==> config.mk <==
export PLATFORM = sky130hd
export DESIGN_NAME = z80_bus_master
export DESIGN_NICKNAME = d
export VERILOG_FILES = /design/src/rtl/z80_bus_master.sv
export SDC_FILE = /design/constraint.sdc
export NUM_CORES = 1
export LEC_CHECK = 0
export CAP_MARGIN = 25
export CORE_UTILIZATION = 47
export CTS_BUF_LIST = sky130_fd_sc_hd__clkbuf_8
export CTS_CLUSTER_SIZE = 40
export DETAILED_ROUTE_END_ITERATION = 12
export HOLD_SLACK_MARGIN = 0.03
export PLACE_DENSITY_LB_ADDON = 0.05
export SYNTH_ARGS = -nofsm -noshare
export SYNTH_HDL_FRONTEND = slang
export SYNTH_SLANG_ARGS = --single-unit
==> constraint.sdc <==
create_clock -name CLK -period 2.1 [get_ports CLK]
set_clock_uncertainty 0.1 [all_clocks]
set_input_delay 0.21 -clock CLK [delete_from_list [all_inputs] [get_ports CLK]]
set_output_delay 0.21 -clock CLK [all_outputs]
set_load 0.1 [all_outputs]
==> src/rtl/z80_bus_master.sv <==
// rtl/z80_bus_master.sv - Z80-style bus cycle master with wait states, timeout and bus release
module z80_bus_master #(
  parameter int MAX_WAIT = 255
) (
  input  logic        CLK,
  input  logic        nRESET,
  input  logic        cmd_valid,
  output logic        cmd_ready,
  input  logic        cmd_write,
  input  logic        cmd_io,
  input  logic [15:0] cmd_addr,
  input  logic [7:0]  cmd_wdata,
  output logic        rsp_valid,
  output logic [7:0]  rsp_rdata,
  output logic        rsp_err,
  output logic [15:0] A,
  output logic [7:0]  D_out,
  output logic        D_oe,
  input  logic [7:0]  D_in,
  output logic        nMREQ,
  output logic        nIORQ,
  output logic        nRD,
  output logic        nWR,
  input  logic        nWAIT,
  input  logic        nBUSRQ,
  output logic        nBUSACK
);

  localparam int CNT_W = (MAX_WAIT < 2) ? 1 : $clog2(MAX_WAIT + 1);
  localparam logic [CNT_W-1:0] CNT_MAX = CNT_W'(MAX_WAIT);

  typedef enum logic [2:0] {
    S_IDLE,
    S_T1,
    S_T2,
    S_TA,
    S_TW,
    S_T3,
    S_BUSREL
  } state_e;

  state_e           state_q, state_d;
  logic [CNT_W-1:0] wait_cnt_q, wait_cnt_d;
  logic             err_q, err_d;
  logic             write_q, write_d;
  logic             io_q, io_d;
  logic             alive_q;
  logic [15:0]      addr_q, addr_d;
  logic [7:0]       dout_q, dout_d;
  logic             doe_q, doe_d;
  logic             nmreq_q, nmreq_d;
  logic             niorq_q, niorq_d;
  logic             nrd_q, nrd_d;
  logic             nwr_q, nwr_d;
  logic             nbusack_q, nbusack_d;
  logic             rsp_valid_q, rsp_valid_d;
  logic             rsp_err_q, rsp_err_d;
  logic [7:0]       rdata_q, rdata_d;
  logic             accept;
  logic             act_d;
  logic             late_d;

  // alive_q keeps cmd_ready low until the first edge after reset release
  assign cmd_ready = alive_q && (state_q == S_IDLE) && nBUSRQ;
  assign accept    = cmd_valid && cmd_ready;

  assign A         = addr_q;
  assign D_out     = dout_q;
  assign D_oe      = doe_q;
  assign nMREQ     = nmreq_q;
  assign nIORQ     = niorq_q;
  assign nRD       = nrd_q;
  assign nWR       = nwr_q;
  assign nBUSACK   = nbusack_q;
  assign rsp_valid = rsp_valid_q;
  assign rsp_err   = rsp_err_q;
  assign rsp_rdata = rdata_q;

  // Next-state logic; bus outputs are derived from the next state so they come straight from flops
  always_comb begin
    state_d    = state_q;
    wait_cnt_d = wait_cnt_q;
    err_d      = err_q;
    write_d    = write_q;
    io_d       = io_q;

    case (state_q)
      S_IDLE: begin
        if (!nBUSRQ) begin
          state_d = S_BUSREL;
        end else if (accept) begin
          state_d    = S_T1;
          write_d    = cmd_write;
          io_d       = cmd_io;
          err_d      = 1'b0;
          wait_cnt_d = '0;
        end
      end
      S_T1: state_d = S_T2;
      S_T2, S_TA: begin
        if ((state_q == S_T2) && io_q) begin
          state_d = S_TA;
        end else if (nWAIT) begin
          state_d = S_T3;
        end else if (MAX_WAIT == 0) begin
          state_d = S_T3;
          err_d   = 1'b1;
        end else begin
          state_d    = S_TW;
          wait_cnt_d = CNT_W'(1);
        end
      end
      S_TW: begin
        if (wait_cnt_q == CNT_MAX) begin
          state_d = S_T3;
          err_d   = 1'b1;
        end else if (!nWAIT) begin
          wait_cnt_d = wait_cnt_q + CNT_W'(1);
        end else begin
          state_d = S_T3;
        end
      end
      S_T3:     state_d = S_IDLE;
      S_BUSREL: if (nBUSRQ) state_d = S_IDLE;
      default:  state_d = S_IDLE;
    endcase

    act_d  = state_d inside {S_T1, S_T2, S_TA, S_TW, S_T3};
    late_d = state_d inside {S_T2, S_TA, S_TW, S_T3};

    nmreq_d   = !(act_d && !io_d);
    niorq_d   = !(late_d && io_d);
    nrd_d     = !(!write_d && (io_d ? late_d : act_d));
    nwr_d     = !(write_d && late_d);
    doe_d     = write_d && act_d;
    nbusack_d = (state_d != S_BUSREL);

    addr_d = accept ? cmd_addr : addr_q;
    dout_d = accept ? cmd_wdata : dout_q;

    rsp_valid_d = (state_q == S_T3);
    rsp_err_d   = (state_q == S_T3) && err_q;
    rdata_d     = ((state_q == S_T3) && !write_q) ? D_in : rdata_q;
  end

  // State, latched command and registered bus/response outputs
  always_ff @(posedge CLK or negedge nRESET) begin
    if (!nRESET) begin
      state_q     <= S_IDLE;
      wait_cnt_q  <= '0;
      err_q       <= 1'b0;
      write_q     <= 1'b0;
      io_q        <= 1'b0;
      alive_q     <= 1'b0;
      addr_q      <= 16'h0000;
      dout_q      <= 8'h00;
      doe_q       <= 1'b0;
      nmreq_q     <= 1'b1;
      niorq_q     <= 1'b1;
      nrd_q       <= 1'b1;
      nwr_q       <= 1'b1;
      nbusack_q   <= 1'b1;
      rsp_valid_q <= 1'b0;
      rsp_err_q   <= 1'b0;
      rdata_q     <= 8'h00;
    end else begin
      state_q     <= state_d;
      wait_cnt_q  <= wait_cnt_d;
      err_q       <= err_d;
      write_q     <= write_d;
      io_q        <= io_d;
      alive_q     <= 1'b1;
      addr_q      <= addr_d;
      dout_q      <= dout_d;
      doe_q       <= doe_d;
      nmreq_q     <= nmreq_d;
      niorq_q     <= niorq_d;
      nrd_q       <= nrd_d;
      nwr_q       <= nwr_d;
      nbusack_q   <= nbusack_d;
      rsp_valid_q <= rsp_valid_d;
      rsp_err_q   <= rsp_err_d;
      rdata_q     <= rdata_d;
    end
  end

endmodule

; After elaboration in Yosys (flattened, before gate mapping)
; Cells that the tools add are included.
[classes]
addsub = 1
eq_ne = 20
muxes = 26
n_reduce_logical = 26
[op_table]
columns = op, count
row1 = 8-bit 2-to-1 mux, 6
row2 = 8-bit one-hot mux with 3 select lines, 1
row3 = 3-bit 2-to-1 mux, 6
row4 = "3-bit == test, second input constant", 5
row5 = 3-bit one-hot mux with 5 select lines, 1
row6 = "2-bit inequality test, second input constant", 7
row7 = "3-bit by 2-bit == test with 1-bit output, second input constant", 4
row8 = 1-bit logical AND, 11
row9 = 1-bit 2-to-1 mux, 11
row10 = "8-bit by 1-bit adder with 8-bit output, second input constant", 1
row11 = "8-bit == test, second input constant", 1
row12 = 1-bit logical NOT, 7
row13 = 7-bit AND reduction, 1
row14 = "3-bit by 1-bit == test with 1-bit output, second input constant", 2
row15 = 5-bit nonzero test, 1
row16 = 4-bit AND reduction, 1
row17 = 4-bit nonzero test, 1
row18 = 3-bit logical NOT, 1
row19 = "3-bit inequality test, second input constant", 1
row20 = 3-bit nonzero test, 1
row21 = 1-bit one-hot mux with 2 select lines, 1
row22 = 2-bit nonzero test, 1
row23 = 2-bit OR reduction, 1
[totals]
ff_bits = 55
input_bits = 39
elab_cells = 90

; Logic depth before layout (Yosys ltp)
; Gate-level depths: netlist of the first run.
[logic_depth]
word_depth = 12
depth_mapped = 6
mapped_depth_nobuf = 6

; Worst setup path after synthesis of the first run
; OpenSTA, ideal clock, no wires.
[synth_timing]
kind = register to output
from = register state_q[0]
to = output cmd_ready
t_arrival_ns = 1.466
required_ns = 1.790
setup_slack_ns = 0.324
path_stages_with_launch = 4
path_buffers = 1
path_cell_list = dfrtp_1 > buf_6 > nor2_2 > and3_1
[synth_between]
elab_chain_len = 3
[synth_rtl]
columns = element, line_no
row1 = start: declaration, 42  ; state_e state_q, state_d;
row2 = start signal: assignment, 167  ; state_q <= state_d;
row3 = 3-bit logical NOT, 64  ; assign cmd_ready = alive_q && (state_q == S_IDLE) && nBUSRQ;
row4 = 1-bit logical AND (2 in series), 64
row5 = end: declaration, 8  ; output logic cmd_ready,
; No other way between the ends.

; Final worst setup path of the first run
[layout_timing]
from = register state_q[2]
to = register rdata_q[6], in the netlist rsp_rdata[6]
[layout_between]
elab_chain_len = 2
[layout_rtl]
columns = element, line_no
row1 = 3-bit == test, 143  ; rdata_d = ((state_q == S_T3) && !write_q) ? D_in : rdata_q;
row2 = 1-bit logical AND, 143
row3 = end signal: assignment, 183  ; rdata_q <= rdata_d;
row4 = end: declaration, 58  ; logic [7:0] rdata_q, rdata_d;
; No other way between the ends.
; A chain may end at the register's enable or synchronous reset.

==> results of run 1 <==
[final cells by class]
class,instances,area [um2],share of cell area (%)
clock buffers,6,82.58,2.549
inverters,7,26.28,0.8111
multi-input cells,164,900.9,27.81
well taps,67,83.83,2.588
repair buffers,83,728.2,22.48
flip-flops and latches,55,1383,42.68
clock inverters,2,35.03,1.081
[registers in the layout, indices dropped and copies added, names as in the netlist, 3 cells and up]
name / flops
D_out: 8
A: 16
rsp_rdata: 8
state_q: 3
wait_cnt_q: 8
[cell usage in the layout (no fill, tap or decap), drive strengths merged]
cell,synthesis,final
and3,3,3
nor2b,2,2
dfstp,5,5
dlygate4sd3,0,1
nor3b,2,2
o21ai,11,11
o22a,1,1
nand2,84,84
a211oi,1,1
nand3,7,7
conb,1,1
and4,1,1
clkbuf,0,6
a31o,1,1
ha,1,1
dfrtp,50,50
nor3,5,5
clkdlybuf4s50,0,37
a22o,1,1
o31ai,1,1
nor2,10,10
a31oi,4,4
inv,7,7
o31a,1,1
mux2i,3,3
a21oi,7,7
a311o,1,1
mux2,8,8
or4,1,1
and2b,2,2
nand4,2,2
a41oi,1,1
and2,1,1
bufinv,0,1
xnor2,1,1
buf,9,45
clkinv,0,1
[layer usage]
metal | wire length [um] | up-vias | track usage, % | part of all wire (%)
li1 | - | 938 | - | -
met1 | 2252 | 858 | 26.70 | 45
met2 | 2264 | 70 | 30.25 | 46
met3 | 351 | 8 | 4.834 | 7.1
met4 | 89 | 0 | 9.804 | 1.8
met5 | 0 | - | 0 | 0
[kinds of logic (layout without fill, tap and decap cells)]
logic type	count (synthesis)	after routing
AND/OR/NAND/NOR	120	120
flip-flops	55	55
AO/OA/AOI/OAI	30	30
buffers and inverters	16	98
multiplexers	11	11
adder cells (fa/ha/maj)	1	1
other	1	1
XOR/XNOR	1	1
[worst min-delay path by stage]
stage                      start            end  slack (ns)  cells past startpoint
floorplan                 nRESET           A[0]       -0.19                      0
global placement          nRESET  wait_cnt_q[3]        0.28                      2
detailed placement        nRESET  wait_cnt_q[3]        0.28                      2
CTS                 cmd_addr[15]          A[15]        0.30                      3
global route         cmd_addr[8]           A[8]        0.31                      3
finish              cmd_addr[15]          A[15]        0.31                      3
[what timing repair did]
| item | in CTS | in global routing |
|---|---|---|
| endpoints found under the hold margin | 50 | 0 |
| setup buffers | 0 | 0 |
| hold buffers | 1 | 0 |
[worst reg2reg max path, stage by stage (launching register included)]
cell and delay [ns]:
dfrtp_1 0.58, nor2b_1 0.33, and3_1 0.44, mux2_2 0.39
[through the flow]
| step | hold WS, ns | cells |
|---|---|---|
| 6_report | 0.3116 | 384 |
| 5_1_grt | 0.3099 | 384 |
| 4_1_cts | 0.3018 | 384 |
| 3_5_place_dp | 0.2844 | 375 |
| 3_3_place_gp | 0.2814 | 375 |
| 2_1_floorplan | -0.1856 | 235 |
==> results.md, run 1 <==
- Run status: finished, final reports clean
- Syn Nets: 275
- H-tree depth: 2
- Worst-path cell with the longest stage delay: dfrtp_1
- Die Wd: 73.05 um
- Router iterations before antenna repair: 4
- Max-Cap Viols: 0
- Clk buf depth: 2
- Buf/Inv on CP: 0
- Die ar.: 5336 um2
- Simple-Gate Fraction of Synth Area: 23.21%
- Post-CTS Resized: 0
- Vias in the first global route: 1,722
- Max-slew headroom: 54.53%
- Cell accounting for the most synthesized area: dfrtp_1
- Adder-Cell Fraction of Synth Area: 0.5274%
- Critical Path End: rsp_rdata[6]
- Mux contribution to synthesized area: 5.063%
- Hold Vio Cnt, Final: 0
- Worst-skew pair later-pin latency: 0.31 ns
- Initial Utilization: 49.57%
- # rows: 25
- Synthesized area: 2372 um2
- DR vias/cell: 4.880
- Drc violations: 0
- R2r setup slk: 0.17 ns
- CTS root buf: clkbuf_8
- Initial antenna violation count: 0
- Setup violators final: 0
- CP top delay family: simple AND/OR/NAND/NOR gates
- Post-Synthesis Cells: 235
- Worst hold path class: input port to flop
- Layout cells sized above 1: 24.61%
- Port Buffers: 79
- R2R depth: 3
- Final wirelength: 4958 um
- Routed len/inst: 12.91 um
- Crit-path max cell delay: 0.58 ns
- Startpoint types: flop
- CTS clk-pin slew, worst paths: 0.10 ns
- Yosys warning count: 0
- Via count: 1,874
- R2R Path Start: state_q[2]
- Post-DRT Antenna Nets: 0
- Antenna Cells: 0
- Final Cell Area: 3239 um2
- Synth Area in XOR/XNOR: 0.3692%
- Least-Margin Pin Slew: 0.6820 ns
- Max Clock Freq: 0.5169 GHz
- Post-route minimum period: 1.935 ns
- Capture point of the worst reg-to-reg path: rsp_rdata[6]
- Final Cycle Share: 92.13%
- CP Max Fanout: 11
- Cell variety after synth: 42
- Worst Setup SP: state_q[2]
- Post-DP Area: 3112 um2
- Top post-synthesis cells by count: nand2_1 (83), dfrtp_1 (50), mux2_2 (8)
- Largest family of logic cells by synthesized area: simple AND/OR/NAND/NOR gates
- Largest net degree at the start of global routing: 56
- Setup TNS: 0 ns
- WP data required: 2.20 ns
- WS Path Type: flop to flop
- Most frequent cell after synthesis: nand2_1
- Worst Setup End Kind: flop
- Register area share after synthesis: 58.28%
- Num CTS Buffers: 5
- Sequence of cells on the critical path: nor2b_1 -> and3_1 -> mux2_2
- Yosys top cell area share: 52.74%
- Unrepaired setup endpoints after global routing: no
- Fill count: 408
- EDFF count, synth: 0
- Die Height: 73.05 um
- Synth Area in Compound Gates: 8.650%
- Core area: 4786 um2
- Ports: 80
- Area Overhead vs Synth: 36.55%
- Post-route setup slack: 0.1652 ns
- First-pass GRT wire length: 7997 um
- DR iter-0 viols: 96
- Global Route Usage Sum: 19.92%
- TritonCTS clock tree: yes
- End-of-flow core utilization: 67.69%
- Clock Sink Count: 55
- Primary FF master, synth: dfrtp_1
- Placed wire-length estimate: 3475 um
- Max Slew Vio Count: 0
- Ys async rst share: 100.0%
- Setup WS pre-CTS: 0.1940 ns
- Overflow left after global routing: 0
- Syn Area/Cell: 10.09 um2
- WP data arrival: 2.03 ns
- Register bit total from synthesis: 55
- Nets: 356
- Crit. path cell count: 3
- Area contributors post-synth: dfrtp_1 (53%), nand2_1 (13%), dfstp_2 (5.5%), mux2_2 (3.8%), a21oi_1 (1.5%)
- RD Place Congestion: 0.7349
Power of run 1 is not shown: default switching activity piles up to over one toggle a cycle in this logic, so the estimate is an artifact.
==> run 2, diff against run 1 <==
Settings changed: CORE_UTILIZATION 47 to 42.
Clock period 2.1 ns to 1.7 ns, I/O delays scaled along.
==> results.md, run 2 (synthesized netlist as in run 1, its figures left out) <==
- Worst Setup End Kind: output pin
- Buf/Inv on CP: 2
- Run status: finished with violations
- Final wirelength: 5839 um
- Router iterations before antenna repair: 4
- Nets: 376
- Final Cycle Share: 101.5%
- Max-Cap Viols: 0
- Worst-path cell with the longest stage delay: dfrtp_2
- Overflow left after global routing: 0
- Sequence of cells on the critical path: buf_6 -> and2b_2 -> and3_4 -> buf_12
- Post-DP Area: 3732 um2
- Die Height: 77.16 um
- Routed len/inst: 14.35 um
- Drc violations: 0
- DR iter-0 viols: 115
- Worst hold path class: input port to async pin
- Via count: 1,988
- WP data arrival: 1.46 ns
- Worst-skew pair later-pin latency: 0.31 ns
- Hold Vio Cnt, Final: 0
- TritonCTS clock tree: yes
- Port Buffers: 79
- Finished Layout Cells: 407
- Startpoint types: flop
- Clock Sink Count: 55
- CP Max Fanout: 3
- Max Slew Vio Count: 0
- Violated checks: negative setup slack
- DR vias/cell: 4.885
- Placed Cells: 390
- Post-route minimum period: 1.726 ns
- WS Path Type: flop to output pin
- Layout cells sized above 1: 31.16%
- Die Wd: 77.16 um
- Global Route Usage Sum: 20.66%
- First-pass GRT wire length: 9542 um
- CP top delay family: flip-flops
- Ports: 80
- Die ar.: 5953 um2
- Final Cell Area: 3941 um2
- # rows: 26
- Crit-path max cell delay: 0.44 ns
- Vias in the first global route: 1,969
- Post-DRT Antenna Nets: 0
- Core area: 5270 um2
- H-tree depth: 2
- Clk buf depth: 2
- Most frequent cells in the layout: nand2_1 (82), dfrtp_1 (48), buf_12 (43)
- Initial Utilization: 45.01%
- Max Clock Freq: 0.5793 GHz
- Num CTS Buffers: 5
- Leading cell type in the layout, fill and taps excluded: nand2_1
- Placed wire-length estimate: 4148 um
- Largest register FFs: 16
- CTS clk-pin slew, worst paths: 0.10 ns
- Unrepaired setup endpoints after global routing: yes
- Initial antenna violation count: 0
- Largest net degree at the start of global routing: 56
- Area Overhead vs Synth: 66.14%
- Antenna Cells: 0
- RD Place Congestion: 0.8341
- Setup violators final: 1
- Post-route setup slack: -0.02627 ns
- WP data required: 1.43 ns
- CTS root buf: clkbuf_8
## run 2: cell types whose count changed in the layout (fill, tap and decap cells not counted), moves of 2 or more
cell,delta
buf_4,-26
buf_12,+42
buf_6,+4
dfrtp_1,-2
dfrtp_2,+2
## run 2: path summary, 6_finish.rpt
kind | startpoint | end | slack [ns] | cells past startpoint
worst max-delay path | state_q[1] | cmd_ready | -0.03 | 4
worst min-delay path | nRESET | wait_cnt_q[1] | 0.28 | 3
worst max register to register | state_q[1] | wait_cnt_q[0] | 0.05 | 6
worst min register to register | write_q | nWR | 0.35 | 1
max in group asynchronous | nRESET | nIORQ | 0.91 | 3
min in group CLK | cmd_addr[9] | A[9] | 0.28 | 3
## run 2: worst register-to-register path, stage by stage (launching register included)
cell,delay (ns)
dfrtp_2,0.44
buf_6,0.13
nor2_4,0.15
o21ai_2,0.07
a22o_1,0.28
nor2_4,0.22
mux2i_1,0.21
## run 2: final cells by class
class,count,area [um2]
Tap cell,70,87.58
Multi-Input combinational cell,164,932.1
Clock inverter,2,8.758
Sequential cell,55,1385
Clock buffer,6,82.58
Timing Repair Buffer,103,1419
Fill cell,379,1329
Inverter,7,26.28
## run 2: stage by stage
step                      setup TNS [ns]  util [%]  setup WS (ns)  hold WS [ns]
final                           -0.02627     74.79       -0.02627        0.2772
after global routing             -0.1290     74.79       -0.06087        0.2708
after CTS                              0     73.43        0.02454        0.2680
after detailed placement         -0.1980     70.82       -0.07218       0.08567
after global placement          -0.04360     70.82       -0.02483       0.09347
after floorplan                        0         -         0.1950       -0.2256
## run 2: per-layer routing
metal | routed length [um] | track usage (%)
met4 | 83 | 8.302
met1 | 2364 | 24.85
met2 | 3062 | 35.22
met3 | 328 | 5.119
met5 | 0 | 0
## run 2: repair_timing
| item | 4_1_cts | 5_1_grt |
|---|---|---|
| hold buffers | 1 | 0 |
| resized for setup | 4 | 11 |
| buffers inserted | 3 | 6 |
| hold endpoints to repair | 55 | 0 |
| pin swaps | 0 | 7 |
| setup endpoints to repair | 5 | 7 |
Power of run 2 is left out for the same reason.
==> variant: new RTL, settings of run 1 <==
`MAX_WAIT`: 255 -> 510.
--- a/src/rtl/z80_bus_master.sv
+++ b/src/rtl/z80_bus_master.sv
@@ -2,3 +2,3 @@
 module z80_bus_master #(
-  parameter int MAX_WAIT = 255
+  parameter int MAX_WAIT = 510
 ) (
Function: no difference found for any inputs over 10 cycles, from zero or initial values and one cycle with nRESET low; that may be too few to reach the edited logic, so the function may still have changed.
==> variant against run 1 <==
Worst setup slack got worse by 0.11 ns; final area rose by 7.5%; synthesized area increased by 1.5%; sequential cell count up 1; routed wire length up 8.5%; hold slack better by 0.016 ns; critical path type unchanged; largest cell class unchanged.
Power is left out: the tool's default activity adds up to more than one toggle a clock period on the data nets, which glitch-free logic cannot reach.
==> variant: results (changes against run 1) <==
- Outcome: finished, final reports clean (unchanged)
- First-pass GRT wire length: 8690 um (was 8000 um)
- GRT Resource Usage Total: 0.212 (was 0.199)
- CP arrival: 2.18 ns (was 2.03 ns)
- Sequential-to-total area share from yosys stat: 0.585 (was 0.583)
- Final Net Count: 376 (was 356)
- Clk slew on worst S/H paths: 0.09 ns
- Worst skew pair latency: 0.30 ns
- Antenna viol nets, final: 0 (unchanged)
- Yosys warns: 0 (unchanged)
- Ys flop type: dfrtp_1 (unchanged)
- Max H-tree Level: 2 (unchanged)
- Post-synth net total: 278 (was 275)
- Final RePlAce weighted congestion: 0.837 (was 0.735)
- Largest fanout on the critical path: 6 (was 11)
- Layout cells sized above 1: 0.301 (was 0.246)
- Async set or reset register ratio after synthesis: 1.00 (unchanged)
- Number of buffers added on ports: 79 (unchanged)
- Initial antenna violation count: 0 (unchanged)
- Clock Path Buffers: 2 (unchanged)
- Largest net degree at the start of global routing: 57 (was 56)
- Vias: 1970 (was 1874)
- Cell depth of the worst hold path: 3 (unchanged)
- Root Driver: clkbuf_8 (unchanged)
- Max-Cap Viols: 0 (unchanged)
- Vias in the first global route: 1878 (was 1722)
- Top post-synthesis cells by count: 88 x nand2_1, 51 x dfrtp_1, 8 x mux2_2, 7 x inv_1, 7 x o21ai_0 (was 83 x nand2_1, 50 x dfrtp_1, 8 x mux2_2)
- Post-synth cell types: 44 (was 42)
- CTS buffer count: 5 (unchanged)
- Detail Placement HPWL: 3850 um (was 3470 um)
- Main area contributors after synthesis: dfrtp_1 53%, nand2_1 14%, dfstp_2 5.5% (was dfrtp_1 53%, nand2_1 13%, dfstp_2 5.5%)
- Dpl cell area: 3300 sq um (was 3110 sq um)
- R2R depth: 5 (was 3)
- Max_slew headroom: 0.532 (was 0.545)
- ANT cells: 0 (unchanged)
- Hold Path Class: in2reg (unchanged)
- Max FFs per register: 16 (unchanged)
- Total wire length: 5380 um (was 4960 um)
- 1st-iter DRT viols: 97 (was 96)
- Detailed Routing Iterations Pass 1: 4 (unchanged)
variant: cell type report:
type | count | area, sq um
clock buffers | 5 | 68.8
clock inverters | 3 | 38.8
fillers | 377 | 1340
inverters | 7 | 26.3
multi-input cells | 163 | 953
flip-flops and latches | 56 | 1410
well taps | 67 | 83.8
repair buffers | 102 | 900
variant: logic make-up after synthesis:
logic type               after synthesis  synth area share
AO/OA/AOI/OAI                         27            0.0769
XOR/XNOR                               1           0.00364
other                                  1           0.00156
adder cells (fa/ha/maj)                2            0.0104
multiplexers                          11            0.0499
flip-flops                            56             0.585
buffers and inverters                 18            0.0395
AND/OR/NAND/NOR                      121             0.233
variant: metrics by stage:
| stage | hold WS [ns] | utilization | cells | setup WS [ns] |
|---|---|---|---|---|
| 2_1_floorplan | -0.186 | - | 237 | 0.0200 |
| 3_3_place_gp | 0.286 | 0.685 | 392 | -0.0124 |
| 3_5_place_dp | 0.288 | 0.685 | 392 | -0.0166 |
| 4_1_cts | 0.317 | 0.711 | 401 | 0.0102 |
| 5_1_grt | 0.333 | 0.723 | 403 | -0.0173 |
| 6_report | 0.327 | 0.723 | 403 | 0.0516 |
variant: metal layers:
layer,wire [um],up-vias,global-route usage
met2,2690,55,0.369
met3,251,5,0.0384
li1,-,979,-
met4,57,0,0.0577
met1,2380,931,0.270
met5,0,-,0
variant: worst paths after layout:
| path | start | to | slack, ns |
|---|---|---|---|
| setup / recovery | state_q[1] | wait_cnt_q[6] | 0.05 |
| hold / removal | cmd_wdata[6] | D_out[6] | 0.33 |
| setup reg to reg | state_q[1] | wait_cnt_q[6] | 0.05 |
| hold reg to reg | io_q | nIORQ | 0.33 |
| max in group asynchronous | nRESET | state_q[2] | 0.95 |
| min in group asynchronous | nRESET | rsp_err | 0.47 |
variant: repair_timing:
item / CTS / global route
pin swaps: 0 / 1
buffers inserted: 0 / 2
cloned: 0 / 0
hold endpoints to repair: 51 / 0
hold buffers: 1 / 0
gates resized for setup: 2 / 9
setup endpoints to repair: 2 / 9
variant: worst max-delay path: stages, from the launching register on:
cell and delay [ns]:
dfrtp_2 0.47, or3b_4 0.43, o21bai_4 0.14, o211ai_2 0.13, or4_2 0.57, a21boi_2 0.16
